<file path="config.mk">
export PLATFORM = sky130hd
export DESIGN_NAME = load_store_unit_flat
export DESIGN_NICKNAME = d
export VERILOG_FILES = /design/src/rtl/lsu_pkg.sv /design/src/rtl/lsu_if.sv /design/src/rtl/lsu_align.sv /design/src/rtl/load_store_unit.sv /design/src/flat_wrapper.sv
export SDC_FILE = /design/constraint.sdc
export NUM_CORES = 1
export LEC_CHECK = 0
export BUFFER_PORTS_ARGS = -buffer_cell sky130_fd_sc_hd__buf_2
export CORE_ASPECT_RATIO = 1.5
export CORE_MARGIN = 3
export CORE_UTILIZATION = 50
export DETAILED_ROUTE_END_ITERATION = 16
export PLACE_DENSITY = 0.8
export SKIP_LAST_GASP = 1
export SLEW_MARGIN = 20
export SYNTH_ARGS = -nofsm -noshare
export SYNTH_HDL_FRONTEND = slang
export SYNTH_HIERARCHICAL = 1
export SYNTH_SLANG_ARGS = --single-unit
</file>
<file path="constraint.sdc">
create_clock -name clk -period 2 [get_ports clk]
set_input_delay 0.6 -clock clk [delete_from_list [all_inputs] [get_ports clk]]
set_output_delay 0.6 -clock clk [all_outputs]
set_load 0.1 [all_outputs]
</file>
<file path="src/rtl/lsu_pkg.sv">
// Shared types and constants for the load/store unit: FSM states, funct3 encodings,
// access-size decode and alignment helpers.
package lsu_pkg;

  localparam int unsigned TIMEOUT_CYCLES_DEF = 16;

  localparam logic [2:0] F3_B  = 3'b000;
  localparam logic [2:0] F3_H  = 3'b001;
  localparam logic [2:0] F3_W  = 3'b010;
  localparam logic [2:0] F3_BU = 3'b100;
  localparam logic [2:0] F3_HU = 3'b101;

  typedef enum logic [1:0] {
    IDLE = 2'd0,
    REQ  = 2'd1,
    RESP = 2'd2
  } lsu_state_e;

  typedef enum logic [1:0] {
    SZ_BYTE = 2'd0,
    SZ_HALF = 2'd1,
    SZ_WORD = 2'd2
  } lsu_size_e;

  // Encodings 011, 110 and 111 fall through to word.
  function automatic lsu_size_e access_size(input logic [2:0] f3);
    case (f3[1:0])
      2'b00:   return SZ_BYTE;
      2'b01:   return SZ_HALF;
      default: return SZ_WORD;
    endcase
  endfunction

  function automatic logic is_misaligned(input lsu_size_e sz, input logic [1:0] off);
    case (sz)
      SZ_HALF: return off[0];
      SZ_WORD: return off != 2'b00;
      default: return 1'b0;
    endcase
  endfunction

  function automatic logic [1:0] align_off(input lsu_size_e sz, input logic [1:0] off);
    case (sz)
      SZ_HALF: return {off[1], 1'b0};
      SZ_WORD: return 2'b00;
      default: return off;
    endcase
  endfunction

endpackage

</file>
<file path="src/rtl/lsu_if.sv">
// Execute-stage request, data-memory and writeback signals of the load/store unit.
interface lsu_if #(
  parameter int unsigned Data_Width = 32
);
  logic                  req_valid;
  logic                  req_ready;
  logic [Data_Width-1:0] alu_addr;
  logic [Data_Width-1:0] store_data;
  logic [2:0]            funct3;
  logic                  is_store;
  logic [4:0]            rd_in;
  logic                  mem_req;
  logic                  mem_we;
  logic [Data_Width-1:0] mem_addr;
  logic [3:0]            mem_be;
  logic [Data_Width-1:0] mem_wdata;
  logic                  mem_ack;
  logic [Data_Width-1:0] mem_rdata;
  logic                  wb_valid;
  logic [4:0]            wb_rd;
  logic [Data_Width-1:0] wb_data;
  logic                  misalign;
  logic                  bus_err;

  modport slave (
    input  req_valid, alu_addr, store_data, funct3, is_store, rd_in, mem_ack, mem_rdata,
    output req_ready, mem_req, mem_we, mem_addr, mem_be, mem_wdata,
           wb_valid, wb_rd, wb_data, misalign, bus_err
  );

  modport master (
    output req_valid, alu_addr, store_data, funct3, is_store, rd_in, mem_ack, mem_rdata,
    input  req_ready, mem_req, mem_we, mem_addr, mem_be, mem_wdata,
           wb_valid, wb_rd, wb_data, misalign, bus_err
  );
endinterface

</file>
<file path="src/rtl/lsu_align.sv">
// Combinational lane logic: store byte-enables and data replication, load extract
// and sign/zero extension.
module lsu_align
  import lsu_pkg::*;
#(
  parameter int unsigned Data_Width = 32
) (
  input  logic [1:0]            st_off,
  input  logic [2:0]            st_funct3,
  input  logic [Data_Width-1:0] st_data,
  output logic [3:0]            st_be,
  output logic [Data_Width-1:0] st_wdata,
  input  logic [1:0]            ld_off,
  input  logic [2:0]            ld_funct3,
  input  logic [Data_Width-1:0] ld_rdata,
  output logic [Data_Width-1:0] ld_data
);

  lsu_size_e             st_size;
  lsu_size_e             ld_size;
  logic                  ld_signed;
  logic [Data_Width-1:0] shifted;

  assign st_size   = access_size(st_funct3);
  assign ld_size   = access_size(ld_funct3);
  assign ld_signed = ~ld_funct3[2];
  assign shifted   = ld_rdata >> {ld_off, 3'b000};

  always_comb begin
    st_be    = 4'b1111;
    st_wdata = st_data;
    case (st_size)
      SZ_BYTE: begin
        st_be    = 4'b0001 << st_off;
        st_wdata = {(Data_Width/8){st_data[7:0]}};
      end
      SZ_HALF: begin
        st_be    = st_off[1] ? 4'b1100 : 4'b0011;
        st_wdata = {(Data_Width/16){st_data[15:0]}};
      end
      default: ;
    endcase
  end

  always_comb begin
    ld_data = shifted;
    case (ld_size)
      SZ_BYTE: ld_data = {{(Data_Width-8){ld_signed & shifted[7]}}, shifted[7:0]};
      SZ_HALF: ld_data = {{(Data_Width-16){ld_signed & shifted[15]}}, shifted[15:0]};
      default: ;
    endcase
  end

endmodule

</file>
<file path="src/rtl/load_store_unit.sv">
// Single-outstanding load/store unit with ack timeout. Define LSU_MISALIGN_CHECK_EN to
// reject misaligned half/word accesses with a misalign pulse instead of aligning them down.
module load_store_unit
  import lsu_pkg::*;
#(
  parameter int unsigned Data_Width     = 32,
  parameter int unsigned TIMEOUT_CYCLES = TIMEOUT_CYCLES_DEF
) (
  input logic  clk,
  input logic  rst_n,
  lsu_if.slave bus
);

  localparam int unsigned CntW = $clog2(TIMEOUT_CYCLES + 1);

  lsu_state_e  state, state_next;
  logic [CntW-1:0] cnt, cnt_next;
  logic        go_req, finish_load, timeout, misalign_next;
  logic        bad_c;
  lsu_size_e   in_size;
  logic [1:0]  eff_off;

  logic [1:0]  off_q;
  logic [2:0]  funct3_q;
  logic        is_store_q;
  logic [4:0]  rd_q;

  logic [3:0]            st_be;
  logic [Data_Width-1:0] st_wdata;
  logic [Data_Width-1:0] ld_data;

  assign in_size = access_size(bus.funct3);

`ifdef LSU_MISALIGN_CHECK_EN
  assign bad_c   = is_misaligned(in_size, bus.alu_addr[1:0]);
  assign eff_off = bus.alu_addr[1:0];
`else
  assign bad_c   = 1'b0;
  assign eff_off = align_off(in_size, bus.alu_addr[1:0]);
`endif

  lsu_align #(.Data_Width(Data_Width)) u_align (
    .st_off    (eff_off),
    .st_funct3 (bus.funct3),
    .st_data   (bus.store_data),
    .st_be     (st_be),
    .st_wdata  (st_wdata),
    .ld_off    (off_q),
    .ld_funct3 (funct3_q),
    .ld_rdata  (bus.mem_rdata),
    .ld_data   (ld_data)
  );

  // State and timeout counter register
  always_ff @(posedge clk or negedge rst_n) begin
    if (!rst_n) begin
      state <= IDLE;
      cnt   <= '0;
    end else begin
      state <= state_next;
      cnt   <= cnt_next;
    end
  end

  // Next state; ack is checked before the timeout so a terminal-count ack completes normally
  always_comb begin
    state_next    = state;
    cnt_next      = cnt;
    go_req        = 1'b0;
    finish_load   = 1'b0;
    timeout       = 1'b0;
    misalign_next = 1'b0;
    case (state)
      IDLE: begin
        if (bus.req_valid) begin
          if (bad_c) begin
            misalign_next = 1'b1;
          end else begin
            state_next = REQ;
            cnt_next   = '0;
            go_req     = 1'b1;
          end
        end
      end
      REQ: begin
        if (bus.mem_ack) begin
          state_next  = is_store_q ? IDLE : RESP;
          finish_load = ~is_store_q;
          cnt_next    = '0;
        end else if (cnt == CntW'(TIMEOUT_CYCLES - 1)) begin
          state_next = IDLE;
          timeout    = 1'b1;
          cnt_next   = '0;
        end else begin
          cnt_next = cnt + CntW'(1);
        end
      end
      RESP:    state_next = IDLE;
      default: state_next = IDLE;
    endcase
  end

  // Captured request, memory-side and writeback registers
  always_ff @(posedge clk or negedge rst_n) begin
    if (!rst_n) begin
      off_q         <= '0;
      funct3_q      <= '0;
      is_store_q    <= 1'b0;
      rd_q          <= '0;
      bus.req_ready <= 1'b1;
      bus.mem_req   <= 1'b0;
      bus.mem_we    <= 1'b0;
      bus.mem_addr  <= '0;
      bus.mem_be    <= '0;
      bus.mem_wdata <= '0;
      bus.wb_valid  <= 1'b0;
      bus.wb_rd     <= '0;
      bus.wb_data   <= '0;
      bus.misalign  <= 1'b0;
      bus.bus_err   <= 1'b0;
    end else begin
      bus.req_ready <= (state_next == IDLE);
      bus.mem_req   <= (state_next == REQ);
      bus.mem_we    <= (state_next == REQ) && (go_req ? bus.is_store : is_store_q);
      bus.misalign  <= misalign_next;
      bus.bus_err   <= timeout;
      bus.wb_valid  <= finish_load;
      if (go_req) begin
        off_q         <= eff_off;
        funct3_q      <= bus.funct3;
        is_store_q    <= bus.is_store;
        rd_q          <= bus.rd_in;
        bus.mem_addr  <= {bus.alu_addr[Data_Width-1:2], 2'b00};
        bus.mem_be    <= bus.is_store ? st_be : 4'b1111;
        bus.mem_wdata <= bus.is_store ? st_wdata : '0;
      end
      if (finish_load) begin
        bus.wb_data <= ld_data;
        bus.wb_rd   <= rd_q;
      end
    end
  end

endmodule

</file>
<file path="src/flat_wrapper.sv">
// flat-port wrapper written by rule: the top's interface ports become plain ports
module load_store_unit_flat import lsu_pkg::*;
#(
  parameter int unsigned Data_Width     = 32,
  parameter int unsigned TIMEOUT_CYCLES = TIMEOUT_CYCLES_DEF
)
  (clk, rst_n, bus_req_valid, bus_alu_addr, bus_store_data, bus_funct3, bus_is_store, bus_rd_in, bus_mem_ack, bus_mem_rdata, bus_req_ready, bus_mem_req, bus_mem_we, bus_mem_addr, bus_mem_be, bus_mem_wdata, bus_wb_valid, bus_wb_rd, bus_wb_data, bus_misalign, bus_bus_err);
  lsu_if #(.Data_Width(Data_Width)) bus_i ();
  input logic clk;
  input logic rst_n;
  input wire logic [$bits(bus_i.req_valid)-1:0] bus_req_valid;
  input wire logic [$bits(bus_i.alu_addr)-1:0] bus_alu_addr;
  input wire logic [$bits(bus_i.store_data)-1:0] bus_store_data;
  input wire logic [$bits(bus_i.funct3)-1:0] bus_funct3;
  input wire logic [$bits(bus_i.is_store)-1:0] bus_is_store;
  input wire logic [$bits(bus_i.rd_in)-1:0] bus_rd_in;
  input wire logic [$bits(bus_i.mem_ack)-1:0] bus_mem_ack;
  input wire logic [$bits(bus_i.mem_rdata)-1:0] bus_mem_rdata;
  output wire logic [$bits(bus_i.req_ready)-1:0] bus_req_ready;
  output wire logic [$bits(bus_i.mem_req)-1:0] bus_mem_req;
  output wire logic [$bits(bus_i.mem_we)-1:0] bus_mem_we;
  output wire logic [$bits(bus_i.mem_addr)-1:0] bus_mem_addr;
  output wire logic [$bits(bus_i.mem_be)-1:0] bus_mem_be;
  output wire logic [$bits(bus_i.mem_wdata)-1:0] bus_mem_wdata;
  output wire logic [$bits(bus_i.wb_valid)-1:0] bus_wb_valid;
  output wire logic [$bits(bus_i.wb_rd)-1:0] bus_wb_rd;
  output wire logic [$bits(bus_i.wb_data)-1:0] bus_wb_data;
  output wire logic [$bits(bus_i.misalign)-1:0] bus_misalign;
  output wire logic [$bits(bus_i.bus_err)-1:0] bus_bus_err;
  assign bus_i.req_valid = bus_req_valid;
  assign bus_i.alu_addr = bus_alu_addr;
  assign bus_i.store_data = bus_store_data;
  assign bus_i.funct3 = bus_funct3;
  assign bus_i.is_store = bus_is_store;
  assign bus_i.rd_in = bus_rd_in;
  assign bus_i.mem_ack = bus_mem_ack;
  assign bus_i.mem_rdata = bus_mem_rdata;
  assign bus_req_ready = bus_i.req_ready;
  assign bus_mem_req = bus_i.mem_req;
  assign bus_mem_we = bus_i.mem_we;
  assign bus_mem_addr = bus_i.mem_addr;
  assign bus_mem_be = bus_i.mem_be;
  assign bus_mem_wdata = bus_i.mem_wdata;
  assign bus_wb_valid = bus_i.wb_valid;
  assign bus_wb_rd = bus_i.wb_rd;
  assign bus_wb_data = bus_i.wb_data;
  assign bus_misalign = bus_i.misalign;
  assign bus_bus_err = bus_i.bus_err;
  load_store_unit #(.Data_Width(Data_Width), .TIMEOUT_CYCLES(TIMEOUT_CYCLES)) u_core (.clk(clk), .rst_n(rst_n), .bus(bus_i));
endmodule
</file>
== Yosys cells after proc, flatten, opt, wreduce, memory -nomap -nowiden ==
Cells that the tools add are included.
W data, S select, Z words.

* Flip-flop bits (word level): 126
* Bits in latches: 0
* Memory bits (writable): 0
* ROM bits: 0
* Bits of input ports: 109
* Output and inout bits: 111
* Logic and storage cells: 67
* Memories kept: 0

* $add $sub $neg: 1
* $mul: 0
* Div/mod/pow operators: 0
* $lt $le $gt $ge: 0
* Eq/ne operators: 9
* Shift-type cells: 2
* Muxes and demuxes: 26
* Bitwise logic cells: 4
* Reduce and logical (&&, ||, !) cells: 9

{| class="wikitable"
|+ Operator list
! kind !! number
|-
| $pmux W32 S2 || 2
|-
| $mux W32 || 1
|-
| $shr A32 B5 Y32 || 1
|-
| $pmux W2 S2 || 4
|-
| $mux W5 || 3
|-
| $eq A2 B1 Y1 const B || 6
|-
| $logic_not A2 Y1 || 6
|-
| $pmux W5 S2 || 1
|-
| $mux W1 || 8
|-
| $mux W2 || 4
|-
| $mux W4 || 2
|-
| $pmux W4 S2 || 1
|-
| $add A5 B1 Y5 const B || 1
|-
| $eq A5 B4 Y1 const B || 1
|-
| $shl A1 B2 Y4 const A || 1
|-
| $and A1 B1 Y1 || 2
|-
| $eq A2 B2 Y1 const B || 1
|-
| $ne A2 B2 Y1 const B || 1
|-
| $not A1 Y1 || 2
|-
| $reduce_and A2 Y1 || 1
|-
| $reduce_bool A2 Y1 || 1
|-
| $logic_and A1 B1 Y1 || 1
|}

== Depth between registers and ports, before layout ==
Gate-level depths: netlist of the first run.

* Depth after elaboration: 7
* Mapped depth: 6
* Depth with buffers taken out: 5

== Hierarchy ==
Netlist of the first run, hierarchy kept.

{| class="wikitable"
|+ By module, submodules not included
! module !! times used !! cells an instance !! area an instance (um2)
|-
| load_store_unit || 1 || 455 || 4849.7
|-
| lsu_align || 1 || 163 || 1226.2
|}

== Worst setup path after synthesis of the first run ==
OpenSTA, ideal clock, no wires.

* Path kind: input to register
* Start point: input port bus_mem_rdata[7]
* End point: register u_core/bus.wb_data[22] in the netlist's numbering
* Setup time: 0.125 ns
* Data arrival time: 1.594 ns
* Slack: 0.281 ns
* Stages on the path: 5
* Cells stage by stage: mux2_4 > o221ai_4 > buf_6 > o22ai_1 > mux2_2

* Longest elaborated chain between the ends: 3
* Elaborated cells on any way between the ends: 4

{| class="wikitable"
|+ Ends and longest elaborated chain
! item !! RTL line !! text
|-
| from (decl) || flat_wrapper.sv:18 || <nowiki>input wire logic [$bits(bus_i.mem_rdata)-1:0] bus_mem_rdata;</nowiki>
|-
| $shr A32 B5 Y32 * || lsu_align.sv:27 || <nowiki>assign shifted = ld_rdata >> {ld_off, 3'b000};</nowiki>
|-
| $and A1 B1 Y1, on equally long branches || lsu_align.sv:49, lsu_align.sv:48 ||
|-
| $pmux W32 S2 * || lsu_align.sv:47 || <nowiki>case (ld_size)</nowiki>
|-
| named net u_core.ld_data[22] || load_store_unit.sv:30 || <nowiki>logic [Data_Width-1:0] ld_data;</nowiki>
|-
| to (signal assigned) || load_store_unit.sv:138 || <nowiki>bus.wb_data <= ld_data;</nowiki>
|-
| to (decl) || lsu_if.sv:28 || <nowiki>wb_valid, wb_rd, wb_data, misalign, bus_err</nowiki>
|}

The timed path passes the listed nets; every way through them passes the cells marked *.
A chain may end at the register's enable or synchronous reset.

== Worst setup path in the final report of the first run ==
* Start point: register u_core.bus.req_ready
* End point: output port bus_req_ready

{| class="wikitable"
|+ RTL lines
! item !! RTL line !! text
|-
| from (decl) || lsu_if.sv:27 || <nowiki>output req_ready, mem_req, mem_we, mem_addr, mem_be, mem_wdata,</nowiki>
|-
| from (signal assigned) || load_store_unit.sv:122 || <nowiki>bus.req_ready <= (state_next == IDLE);</nowiki>
|-
| to (decl) || flat_wrapper.sv:19 || <nowiki>output wire logic [$bits(bus_i.req_ready)-1:0] bus_req_ready;</nowiki>
|}

No word-level cell between the ends.

==> metrics.txt, run 1 <==
clk slew on worst S/H paths 60 ps; top sig layer met4; post_cts resized 0; Final Setup Violations 0; worst path required time 1400 ps; Slowest-stage cell, CP dfstp_2; Die ar. approximately 14000 µm²; clk sinks 126; clock skew 12.94 ps; starting density of the core 0.5188; clock buffer count from CTS 17; Post-synth EDFFs 0; DR WL met2 8.781 mm; Final nets 930; core area 11710 µm²; Die Wd 96.01 µm; # rows 48; Sequential Area roughly 3200 µm²; # Post-CTS Setup Buffers 0; Synth area leader dfrtp_1; Post-Syn Area per Cell about 9.8 µm²; Cell Area, Placed just over 7000 µm²; Vias/cell roughly 5.3; Ys Warns 6; sum of negative setup slack 0 ps; Post-DRT Antenna Nets 0; Multi-input gate area 2625 µm²; clk_lat worst skew roughly 400 ps; Pre-Repair DR Iteration Count 6; pin slew with the least headroom to its limit 712.5 ps; post-route cell area 7890 µm²; area grow syn2layout 29.86%; Crit path arrival time 1310 ps; Crit Path Class flip-flop to output pin; largest net degree at the start of global routing 127; Synth Instances 618; Final Cycle Share 0.9571; top cells by area, synth dfrtp_1, nand2_1, mux2_2; area share of the largest cell type after synthesis 0.5148; GPL Wtd Cong between 0.7 and 0.8; layout cells sized above 1 0.4058; Hold Buf Count CTS 0; CP Max Fanout 1; most common cell in the netlist nand2_1; Cell Area, Synth 6076 µm²; first-pass GRT wire length 25.54 mm; # IOs 220; H-tree levels 4; Top FF cell, synth dfrtp_1; GRT Overall Usage 0.2430; CTS tree yes; RSZ-0062 raised after global routing no; Routed WL 16.23 mm; met3 wire length between 1 and 1.5 mm; WL/cell ~17 µm; DIE HEIGHT 141.0 µm; CP peak stage delay 510 ps; Distinct cells, synth 44; fmax between 0.5 and 0.6 GHz; ys async rst share 1.000; HPWL after DPL 11.80 mm; Residual DRC 0; Hold Crit Class primary input to asynchronous set/reset pin; Critical Path Sink Type output pin; Max Cap Viol 0; Critical Path, Cell by Cell buf_2; sequential area share after synthesis 0.5192; gr ovfl total 0; CTS Buffer Depth 2; status finished clean; DR iter-0 viols approximately 260; Synth Register Bits 126; CP delay by family, top flip-flops; antenna cells 0; initial antenna violation count 0; Slew HR 0.5250; final hold viol count 0; input/output buffers 216; Final min period 1914 ps; worst path bufs/invs 1; Commonest cells post-synth nand2_1, dfrtp_1, mux2_2; met1 wire length 5.817 mm; root buffer cell clkbuf_16; via count 5224; Filler cells 943; vias in the first global route 5260; critical path launch point type flip-flop; Slew Viols, Final 0
[cell type report]
cell class,instances,share of cell area
clock buffer,18,0.05566
clock inverter,14,0.02410
inverter,6,0.002854
multi-input combinational,438,0.3327
sequential,126,0.3998
tap,150,0.02379
timing repair buffer,231,0.1611
[layout by cell type, fill, tap and decap left out, types with 3 or more instances in the layout]
| cell type | synthesis | layout |
|---|---|---|
| buf_2 | 22 | 215 |
| nand2_1 | 202 | 202 |
| dfrtp_1 | 125 | 125 |
| mux2_2 | 54 | 54 |
| nand3_1 | 34 | 34 |
| mux2i_1 | 25 | 25 |
| a21oi_1 | 24 | 24 |
| clkbuf_16 | 0 | 17 |
| nor2b_1 | 11 | 11 |
| buf_4 | 13 | 10 |
| o21ai_0 | 10 | 10 |
| or2_2 | 9 | 9 |
| nor2_1 | 8 | 8 |
| o2bb2ai_1 | 8 | 8 |
| o22ai_1 | 8 | 8 |
| a211oi_1 | 7 | 7 |
| inv_1 | 6 | 6 |
| buf_12 | 0 | 6 |
| bufinv_16 | 0 | 4 |
| clkinv_2 | 0 | 4 |
| a31oi_1 | 4 | 4 |
| o21bai_1 | 3 | 3 |
| conb_1 | 1 | 3 |
[flip-flops by register name, indices dropped and copies added, names as in the netlist]
signal                flops
u_core/bus.wb_valid       1
u_core/bus.mem_wdata     32
u_core/bus.wb_rd          5
u_core/bus.bus_err        1
u_core/bus.mem_we         1
u_core/is_store_q         1
u_core/state              2
u_core/off_q              2
u_core/funct3_q           3
u_core/bus.wb_data       32
u_core/rd_q               5
u_core/bus.mem_req        1
u_core/cnt                5
u_core/bus.req_ready      1
u_core/bus.mem_be         4
u_core/bus.mem_addr      30
[path summary, 6_finish.rpt]
check                                          from                        to  slack (ps)  cells after the start
min in group clk                    bus_alu_addr[7]    u_core/bus.mem_addr[7]         390                      3
setup reg to reg                    u_core/off_q[1]    u_core/bus.wb_data[20]         190                      5
setup / recovery               u_core/bus.req_ready             bus_req_ready          90                      1
hold reg to reg            u_core/bus.mem_wdata[26]  u_core/bus.mem_wdata[26]         460                      2
hold / removal                                rst_n     u_core/bus.wb_data[0]         240                      2
max in group asynchronous                     rst_n  u_core/bus.mem_wdata[11]        1170                      2
[per-stage QoR]
stage	utilization	setup slack, ps	hold WS [ps]	cells
after floorplan	-	280.6	304.4	620
after global placement	0.6200	104.8	446.1	951
after detailed placement	0.6200	46.99	450.1	951
after CTS	0.6737	62.18	324.9	983
after global routing	0.6737	48.82	329.2	983
final	0.6737	85.83	237.2	983
[logic make-up after synthesis]
group / share of synthesized area
muxes: 0.1462
and+or+nand+nor: 0.1987
adders and majority gates: 0.002059
xor gates and xnor gates: 0.001442
AOI/OAI and AO/OA: 0.08093
buffers and inverters: 0.05087
DFF: 0.5192
other: 0.0006172
[layer usage]
metal / vias up / track usage
li1: 2477 / -
met1: 2498 / 0.2622
met2: 219 / 0.4376
met3: 30 / 0.06674
met4: 0 / 0.09520
met5: - / 0
Power of run 1 is not shown: default switching activity piles up to over one toggle a cycle in this logic, so the estimate is an artifact.
==> run 2: changes to the inputs <==
- CELL_PAD_IN_SITES_DETAIL_PLACEMENT: not set -> 1
- CELL_PAD_IN_SITES_GLOBAL_PLACEMENT: not set -> 2
- CORE_UTILIZATION: 50 -> 29
- PLACE_DENSITY: 0.8 -> not set
- PLACE_DENSITY_LB_ADDON: not set -> 0.1
==> run 2 against run 1 <==
  * Final cell count is 12% higher
  * Register-to-register slack improved by 40 ps
  * Non-clock buffer count grew 3
  * Fmax is 1.6% lower
  * Largest cell class unchanged
==> metrics.txt, run 2 (synthesis results as in run 1) <==
Slew HR 0.6249 (was 0.5250); crit path to bus_req_ready (unchanged); fmax 0.5142 GHz (was 0.5224 GHz); via count 5197 (was 5224); CP delay by family, top flip-flops (unchanged); HPWL after DPL 14.69 mm (was 11.80 mm); input/output buffers 216 (unchanged); CP Max Fanout 1 (unchanged); # rows 64 (was 48); Post-DRT Antenna Nets 0 (unchanged); initial antenna violation count 3 (was 0); Final Cycle Share 0.9724 (was 0.9571); GPL Wtd Cong 0.7625 (was 0.7927); clk sinks 126 (unchanged); CTS Buffer Depth 2 (unchanged); Crit path arrival time 1340 ps (was 1310 ps); clock buffer count from CTS 17 (unchanged); clock skew 8.351 ps (was 12.94 ps); gr ovfl total 0 (unchanged); Routed WL 19.84 mm (was 16.23 mm); pin slew with the least headroom to its limit 560.6 ps (was 712.5 ps); most common cell after layout, fill and taps aside buf_2 (unchanged); sum of negative setup slack 0 ps (unchanged); WL/cell 18.02 µm (was 16.51 µm); final hold viol count 0 (unchanged); Crit Path Class flip-flop to output pin (unchanged); post_cts resized 0 (unchanged); most frequent cells in the layout buf_2, nand2_1, dfrtp_1 (unchanged); worst path bufs/invs 1 (unchanged); Hold Crit Class primary input to asynchronous set/reset pin (unchanged); worst setup path start u_core/bus.req_ready (unchanged); Slowest-stage cell, CP dfstp_2 (unchanged); DR iter-0 viols 151 (was 257); Critical Path, Cell by Cell buf_2 (unchanged); top flop regs u_core/bus.mem_wdata x32, u_core/bus.wb_data x32, u_core/bus.mem_addr x30 (unchanged); Die Wd 124.2 µm (was 96.01 µm); H-tree levels 4 (unchanged); starting density of the core 0.2964 (was 0.5188); CTS tree yes (unchanged); vias in the first global route 5798 (was 5260); worst hold slack 78.73 ps (was 237.2 ps); Pre-Repair DR Iteration Count 4 (was 6); Critical Path Sink Type output pin (unchanged); clk slew on worst S/H paths 60 ps (about the same); critical path launch point type flip-flop (unchanged); # Post-CTS Setup Buffers 0 (unchanged); largest net degree at the start of global routing 82 (was 127); Final nets 933 (was 930); root buffer cell clkbuf_16 (unchanged); Final Setup Violations 0 (unchanged); # IOs 220 (unchanged); Final min period 1945 ps (was 1914 ps); Hold Buf Count CTS 0 (unchanged); setup slack, reg-to-reg 230 ps (was 190 ps); Max Cap Viol 0 (unchanged); Worst R2R End u_core/bus.wb_data[17] (was u_core/bus.wb_data[20]); Vias/cell 4.720 (was 5.314); first-pass GRT wire length 30.95 mm (was 25.54 mm); Die ar. 22760 µm² (was 13540 µm²); core area 20500 µm² (was 11710 µm²); R2R cell count 4 (was 5); status finished clean (unchanged); GRT Overall Usage 0.1788 (was 0.2430); RSZ-0062 raised after global routing no (unchanged); area grow syn2layout 32.00% (was 29.86%); layout cells sized above 1 0.4055 (was 0.4058); DIE HEIGHT 183.3 µm (was 141.0 µm); worst r2r src u_core/off_q[1] (unchanged); clk_lat worst skew 420 ps (was 400 ps); worst path required time 1400 ps (about the same); Slew Viols, Final 0 (unchanged); CP peak stage delay 510 ps (about the same); Residual DRC 0 (unchanged); critical path depth 1 (unchanged)
[run 2: final cells by class]
cell class	count	area, µm²
Clock inverter	12	120.1
Clock buffer	20	446.7
Multi-Input combinational cell	438	2625
Sequential cell	126	3154
Timing Repair Buffer	234	1319
Tap cell	264	330.3
Inverter	6	22.52
Fill cell	2462	12480
Antenna cell	1	2.502
[run 2: routing by layer]
metal | share of wire | global-route usage
met1 | 0.37 | 0.1869
met2 | 0.53 | 0.3239
met3 | 0.062 | 0.05461
met4 | 0.030 | 0.07851
met5 | 0.0011 | 0
[run 2: worst min path at each step]
| stage | startpoint | to | slack (ps) | cells after the start |
|---|---|---|---|---|
| finish | rst_n | u_core/bus.wb_data[13] | 80 | 1 |
| global route | rst_n | u_core/bus.wb_data[13] | 80 | 1 |
| CTS | rst_n | u_core/bus.wb_data[15] | 60 | 1 |
| detailed placement | u_core/bus.mem_wdata[4] | u_core/bus.mem_wdata[4] | 450 | 2 |
| global placement | u_core/bus.mem_wdata[4] | u_core/bus.mem_wdata[4] | 450 | 2 |
| floorplan | rst_n | u_core/bus.bus_err | 300 | 0 |
[run 2: worst register-to-register path, delay by kind of cell (launching register included)]
kind               cells  cell delay, ps
DFF                    1             480
and+or+nand+nor        1             350
AOI/OAI and AO/OA      1             150
muxes                  2             660
[run 2: per-stage QoR]
step                      area [µm²]  cells  utilization  setup slack (ps)
after floorplan                 6083    620            -             280.6
after global placement          7451   1068       0.3635             124.1
after detailed placement        7451   1068       0.3635             69.86
after CTS                       8018   1100       0.3911             26.04
after global routing            8020   1101       0.3912             9.523
final                           8020   1101       0.3912             55.29
Power of run 2 is left out for the same reason.
